File: src/rtl/div_unit.sv
// Iterative restoring integer divider for the EX stage (RISC-V DIV/DIVU/REM/REMU).
// One quotient bit per cycle. While an operation is in flight, stall_o holds the upstream pipeline.
module div_unit #(
    parameter int WIDTH = 32
) (
    input  logic             clk_i,
    input  logic             reset_i,
    input  logic             start_i,
    input  logic             is_signed_i,
    input  logic             is_rem_i,
    input  logic             flush_i,
    input  logic [WIDTH-1:0] a_i,
    input  logic [WIDTH-1:0] b_i,
    output logic             stall_o,
    output logic             busy_o,
    output logic             done_o,
    output logic [WIDTH-1:0] result_o
);

    localparam int CW = $clog2(WIDTH);

    typedef enum logic [1:0] {IDLE, BUSY, DONE} state_t;

    state_t           state_q;
    logic [CW-1:0]    count_q;
    logic [WIDTH-1:0] rem_q;
    logic [WIDTH-1:0] quo_q;
    logic [WIDTH-1:0] dvsr_q;
    logic [WIDTH-1:0] result_q;
    logic             rem_mode_q;
    logic             q_neg_q;
    logic             r_neg_q;

    logic             a_neg;
    logic             b_neg;
    logic [WIDTH-1:0] a_mag;
    logic [WIDTH-1:0] b_mag;
    logic [WIDTH:0]   shifted;
    logic             ge;
    logic [WIDTH-1:0] diff;
    logic [WIDTH-1:0] rem_d;
    logic [WIDTH-1:0] quo_d;
    logic [WIDTH-1:0] q_fin;
    logic [WIDTH-1:0] r_fin;

    assign a_neg = is_signed_i & a_i[WIDTH-1];
    assign b_neg = is_signed_i & b_i[WIDTH-1];
    assign a_mag = a_neg ? -a_i : a_i;
    assign b_mag = b_neg ? -b_i : b_i;

    // The dividend is shifted out of quo_q's MSB into the partial remainder.
    assign shifted = {rem_q, quo_q[WIDTH-1]};
    assign ge      = shifted >= {1'b0, dvsr_q};
    assign diff    = shifted[WIDTH-1:0] - dvsr_q;
    assign rem_d   = ge ? diff : shifted[WIDTH-1:0];
    assign quo_d   = {quo_q[WIDTH-2:0], ge};
    assign q_fin   = q_neg_q ? -quo_d : quo_d;
    assign r_fin   = r_neg_q ? -rem_d : rem_d;

    always_ff @(posedge clk_i) begin
        if (reset_i) begin
            state_q    <= IDLE;
            count_q    <= '0;
            rem_q      <= '0;
            quo_q      <= '0;
            dvsr_q     <= '0;
            result_q   <= '0;
            rem_mode_q <= 1'b0;
            q_neg_q    <= 1'b0;
            r_neg_q    <= 1'b0;
        end else begin
            case (state_q)
                IDLE: begin
                    if (start_i && !flush_i) begin
                        rem_mode_q <= is_rem_i;
                        q_neg_q    <= a_neg ^ b_neg;
                        r_neg_q    <= a_neg;
                        rem_q      <= '0;
                        quo_q      <= a_mag;
                        dvsr_q     <= b_mag;
                        count_q    <= '0;
                        if (b_i == '0) begin
                            result_q <= is_rem_i ? a_i : '1;
                            state_q  <= DONE;
                        end else begin
                            state_q  <= BUSY;
                        end
                    end
                end
                BUSY: begin
                    if (flush_i) begin
                        state_q <= IDLE;
                    end else begin
                        rem_q   <= rem_d;
                        quo_q   <= quo_d;
                        count_q <= count_q + 1'b1;
                        if (count_q == CW'(WIDTH - 1)) begin
                            result_q <= rem_mode_q ? r_fin : q_fin;
                            state_q  <= DONE;
                        end
                    end
                end
                DONE:    state_q <= IDLE;
                default: state_q <= IDLE;
            endcase
        end
    end

    assign stall_o  = ((state_q == IDLE) && start_i && !flush_i) || (state_q == BUSY);
    assign busy_o   = (state_q == BUSY);
    assign done_o   = (state_q == DONE) && !flush_i;
    assign result_o = result_q;

endmodule

File: config.mk
export PLATFORM = sky130hd
export DESIGN_NAME = div_unit
export DESIGN_NICKNAME = d
export VERILOG_FILES = /design/src/rtl/div_unit.sv
export SDC_FILE = /design/constraint.sdc
export NUM_CORES = 1
export LEC_CHECK = 0
export ABC_AREA = 0
export BUFFER_PORTS_ARGS = -buffer_cell sky130_fd_sc_hd__buf_2
export CORE_AREA = 2 2 204 106
export CTS_CLUSTER_DIAMETER = 40
export DETAILED_ROUTE_END_ITERATION = 7
export DIE_AREA = 0 0 206 108
export GPL_TIMING_DRIVEN = 0
export PLACE_DENSITY = 0.77
export SYNTH_ARGS = -nofsm -noshare
export SYNTH_HDL_FRONTEND = slang
export SYNTH_SLANG_ARGS = --single-unit
File: constraint.sdc
create_clock -name clk_i -period 5.31 [get_ports clk_i]
set_clock_uncertainty 0.15 [all_clocks]
set_input_delay 0.531 -clock clk_i [delete_from_list [all_inputs] [get_ports clk_i]]
set_output_delay 0.531 -clock clk_i [all_outputs]
set_load 0.01 [all_outputs]
==> results of run 1 <==
-- critical path, delay by kind of cell, from the launching register on --
kind | cells | cell delay (ns)
xor+xnor | 1 | 0.28
mux | 2 | 0.41
buf+inv | 3 | 0.49
simple gates | 6 | 1.35
fa+ha+maj | 2 | 0.54
compound gates | 6 | 1.46
flops | 1 | 0.38
-- logic make-up (layout without fill, tap and decap cells) --
kind of cell	count (synthesis)	count (layout)	synth area share [%]
fa+ha+maj	39	39	4.47
buf+inv	148	303	5.40
mux	21	21	1.94
simple gates	568	568	23.7
xor+xnor	127	127	10.0
compound gates	490	490	29.5
flops	138	138	24.9
-- flip-flops by register name, indices dropped and copies added, names as in the netlist --
signal	cells
rem_mode_q	1
count_q	5
dvsr_q	32
result_o	32
state_q	2
rem_q	32
q_neg_q	1
r_neg_q	1
quo_q	32
-- through the flow --
stage / hold WS (ns) / cells / area, µm² / utilization [%]
2_1_floorplan: 0.282 / 1531 / 11100 / -
3_3_place_gp: 0.276 / 1907 / 11900 / 58.9
3_5_place_dp: 0.279 / 1907 / 11900 / 58.9
4_1_cts: 0.190 / 1941 / 12700 / 62.5
5_1_grt: 0.221 / 1959 / 12900 / 63.8
6_report: 0.215 / 1959 / 12900 / 63.8
-- worst max-delay path by stage --
| stage | startpoint | end | slack, ns | cells past startpoint |
|---|---|---|---|---|
| CTS | dvsr_q[6] | result_o[30] | 0.003 | 19 |
| floorplan | dvsr_q[10] | result_o[30] | 0.03 | 20 |
| global placement | rem_q[3] | result_o[30] | -1.32 | 21 |
| global route | rem_q[3] | result_o[30] | -0.04 | 21 |
| finish | rem_q[9] | result_o[14] | 0.06 | 20 |
| detailed placement | rem_q[3] | result_o[30] | -1.36 | 21 |
-- area by class of cell --
class / instances / area, µm² / area share (%)
plain buffers: 88 / 429 / 3.32
well taps: 273 / 342 / 2.64
flip-flops and latches: 138 / 2770 / 21.4
multi-input cells: 1245 / 7940 / 61.3
clock inverters: 14 / 110 / 0.851
inverters: 55 / 210 / 1.62
clock buffers: 18 / 439 / 3.39
repair buffers: 128 / 703 / 5.43
-- per-layer routing --
layer / vias up / wire length (µm) / global-route usage (%)
met1: 5912 / 18300 / 52.0
met3: 81 / 4890 / 9.13
met5: - / 0 / 0
met2: 676 / 17600 / 55.9
met4: 0 / 1010 / 12.8
li1: 5843 / - / -
-- repair_timing --
| item | CTS | global route |
|---|---|---|
| gates resized for setup | 34 | 25 |
| buffers inserted | 5 | 20 |
| pin swaps | 4 | 5 |
| endpoints found under the setup margin | 13 | 13 |
| endpoints found under the hold margin | 0 | 0 |
| hold buffers | 0 | 0 |
-- placed cells by master, fill, tap and decap left out, types with 56 or more instances in the layout --
cell / netlist / final
nand2_1: 137 / 136
a211oi_1: 56 / 56
xnor2_1: 59 / 59
nor2_1: 243 / 243
buf_2: 4 / 105
dfxtp_1: 138 / 134
clkbuf_1: 77 / 71
xor2_1: 68 / 68
o21ai_0: 90 / 89
a21oi_1: 150 / 149
-- power breakdown --
part	switching (mW)	internal [mW]
registers	0.0499	1.08
clock network	0.516	0.616
logic	0.640	0.360
==> run summary, run 1 <==
Syn Inst Count: 1531
Yosys top cell area share: 24.9%
Die area: 0.0222 mm²
Worst min-delay path class: input port to flip-flop
HP Start: flush_i
Routed wire length: 41800 µm
Mapped Nets: 1640
Layout Nets: 1782
CP endpoint kind: flip-flop
Root buf cell: clkbuf_16
VDD IR max: 0.200 mV
CTS Buf Count: 17
Post-Place Worst Slack: -1.36 ns
Hold endpoint: state_q[0]
Initial Utilization: 54.6%
Clock tree buffer depth: 2
Status: complete, no violations
Flops & latches, synth: 138
Yosys cell types: 88
Cell taking the most area after synthesis: dfxtp_1
Final Hold Viols: 0
Layout cells sized above 1: 14.5%
Final period util: 98.8%
Least-Margin Pin Slew: 1.38 ns
FF-to-FF path depth: 20
Ranking of synthesized cells by area: dfxtp_1 25%, nor2_1 8.2%, a21oi_1 6.8%
Number of fill cells: 1848
Initial antenna violation count: 0
Top FF cell, synth: dfxtp_1
R2r setup slk: 0.06 ns
Slew margin rel.: 6.98%
Most instantiated cells after synthesis: 243 x nor2_1, 150 x a21oi_1, 138 x dfxtp_1
Top-count cell post-synth: nor2_1
TritonCTS clock tree: built
Vias in the first global route: 11100
YS warnings: 0
Setup ws final: 0.0625 ns
Detail Placement HPWL: 32500 µm
Hold path depth: 2
Slowest CP cell: or4_4
Vias post-DR: 12500
Arr. time, crit path: 5.42 ns
Post-synth EDFFs: 0
Clock Latency Late Sink: 0.45 ns
Final Total Pwr: 3.26 mW
Synth Cell Area: 0.0111 mm²
CORE AREA: 0.0203 mm²
Sequential share of the synthesized area: 24.9%
Final-report setup violation count: 0
Fmax: 191 MHz
RR Startpoint: rem_q[9]
Lkg Pwr: 5.15 nW
DRC violations left: 0
Avg Inst Size Synth: 7.24 µm²
Setup TNS: 0 ns
Final min period: 5.25 ns
First-pass GRT wire length: 62800 µm
P per Cell Area: 252 mW/mm²
GRT Util Overall: 37.2%
MaxCap Viol Count: 0
Worst Path Max Fanout: 12
Largest net degree at the start of global routing: 20
Clock transition at path regs: 0.07 ns
Cell row count: 37
Initial DRT Pass Iterations: 7
Global route overflow: 0
R2r endpoint: result_o[14]
Area delta synth->final: 16.8%
Gpl congestion: 0.947
Async set-reset flop share out of synthesis: 0%
Crit Path Class: flip-flop to flip-flop
Drt initial violations: 1611
IO buf count: 103
Via/cell ratio: 6.39
Post-route ant nets: 0
Critical Path Source Type: flip-flop
Die height: 108 µm
Critical Path, Cell by Cell: ha_1 > buf_6 > nand4_4 > nor4_4 > a31oi_2 > o221a_4 > nand2_8 > buf_12 > mux2i_4 > ha_4 > nand2_1 > or4_4 > or2_1 > o41a_1 > buf_4 > o21ai_0 > xor2_1 > mux2i_1 > o221ai_1 > a21oi_1
Worst path required time: 5.48 ns
CP peak stage delay: 0.44 ns
Routed wire per std cell: 21.3 µm
Final Max Tran Viols: 0
I/O pins: 105
H-tree levels: 4
ANT cells: 0
Chip Width: 206 µm
Clk sink count: 138
(Power assumes the default switching activity.)
==> run 2, diff against run 1 <==
Clock period 5.31 ns to 4.7 ns, I/O delays scaled along.
==> run summary, run 2 (synthesized netlist as in run 1, its figures left out) <==
Status: complete, but fails checks
Failing checks: DRC, setup timing
Clk sink count: 138
Combinational Power Share: 32.1%
Fmax: 204 MHz
R2r setup slk: -0.20 ns
Drt initial violations: 1993
IO buf count: 103
First-pass GRT wire length: 65500 µm
Worst min-delay path class: input port to flip-flop
Hold WS: 0.134 ns
Worst path required time: 4.87 ns
Final Hold Viols: 0
Worst Path Max Fanout: 6
Hold-fix buffers, CTS: 0
Largest net degree at the start of global routing: 19
Post-route ant nets: 0
Via/cell ratio: 6.49
Vias post-DR: 12900
GRT Util Overall: 38.5%
Net Switching: 1.46 mW
Switching Share: 35.8%
Gpl congestion: 0.962
FF-to-FF path depth: 19
Clock power frac: 36.5%
Die area: 0.0222 mm²
Global route overflow: 0
TritonCTS clock tree: built
RSZ-0062 raised after global routing: yes
DRC violations left: 1
Final Max Tran Viols: 0
Lkg Pwr: 5.51 nW
Seq pwr share: 31.4%
I/O pins: 105
Routed wire per std cell: 22.2 µm
Internal Power: 2.61 mW
Detail Placement HPWL: 32100 µm
Die height: 108 µm
H-tree levels: 4
Commonest non-fill, non-tap cell in the layout: nor2_1
Clock tree buffer depth: 2
Hold path depth: 2
Final-report setup violation count: 7
Least-Margin Pin Slew: 1.34 ns
Root buf cell: clkbuf_16
Clock transition at path regs: 0.07 ns
Initial Utilization: 54.6%
Clock Latency Late Sink: 0.45 ns
Final period util: 104%
Final min period: 4.90 ns
P per Cell Area: 293 mW/mm²
Cell row count: 37
Critical Path Source Type: flip-flop
VDD IR max: 0.214 mV
Most frequent cells in the layout: 242 x nor2_1, 144 x a21oi_1, 133 x nand2_1
Arr. time, crit path: 5.07 ns
Initial antenna violation count: 1
Number of fill cells: 1713
Initial DRT Pass Iterations: 8
MaxCap Viol Count: 0
Slew margin rel.: 9.39%
CP endpoint kind: flip-flop
Vias in the first global route: 11800
Chip Width: 206 µm
Area delta synth->final: 25.6%
Fin util: 68.6%
Layout cells sized above 1: 21.2%
Layout Nets: 1817
Routed wire length: 44300 µm
Setup ws final: -0.202 ns
Crit Path Class: flip-flop to flip-flop
CORE AREA: 0.0203 mm²
CTS Buf Count: 17
run 2: cell type report:
class                      count  area (µm²)  share of cell area (%)
multi-input combinational   1245        8470                    60.8
inverter                      55         210                    1.51
tap                          273         342                    2.45
antenna                        1        2.50                  0.0180
clock inverter                14         195                    1.40
timing repair buffer         164         988                    7.10
sequential                   138        2820                    20.2
clock buffer                  18         429                    3.08
buffer                        87         467                    3.35
run 2: stage by stage:
stage          TNS [ns]  power, mW  std cells  worst slack, ns  cell area (µm²)
2_1_floorplan    -0.227       2.00       1531           -0.226            11200
3_3_place_gp     -15.53       2.31       1907            -1.29            12000
3_5_place_dp     -17.12       2.33       1907            -1.29            12000
4_1_cts          -0.269       3.91       1970           -0.160            13400
5_1_grt           -2.21       4.20       1994           -0.338            13900
6_report         -0.974       4.07       1995           -0.202            13900
run 2: worst paths after layout:
path / startpoint / end
setup / recovery: rem_q[15] / result_o[14]
hold reg to reg: result_o[19] / result_o[19]
hold / removal: flush_i / state_q[0]
setup reg to reg: rem_q[15] / result_o[14]
run 2: metal layers:
metal  vias to the layer above  part of all wire [%]  GRT usage (%)
li1                       5921                     -              -
met1                      6047                    42           53.9
met2                       844                    43           58.9
met3                       128                    13           9.28
met4                         0                   2.5           11.3
met5                         -                     0              0
run 2: what timing repair did:
| item | 4_1_cts | 5_1_grt |
|---|---|---|
| buffers inserted | 36 | 26 |
| gates resized for setup | 99 | 81 |
| endpoints found under the setup margin | 20 | 24 |
| pin swaps | 23 | 26 |
run 2: power groups by stage:
stage / Sequential (mW) / Clock, mW / Combinational, mW
5_1_grt: 1.28 / 1.53 / 1.39
3_5_place_dp: 1.30 / 0 / 1.03
4_1_cts: 1.27 / 1.48 / 1.16
2_1_floorplan: 1.28 / 0 / 0.716
6_report: 1.28 / 1.49 / 1.31
3_3_place_gp: 1.30 / 0 / 1.01
run 2: critical path: stages (launching register included):
cell and delay [ns]:
dfxtp_2 0.37, ha_4 0.31, nand4_1 0.18, nor4_4 0.36
a31oi_2 0.16, o221a_4 0.31, nand2_8 0.11, buf_12 0.12
mux2i_4 0.25, ha_4 0.18, nand2_2 0.05, or4_4 0.44
or2_4 0.27, o41a_1 0.44, buf_4 0.19, o21ai_2 0.14
xor2_1 0.29, mux2i_1 0.13, o221ai_1 0.21, a21oi_1 0.11
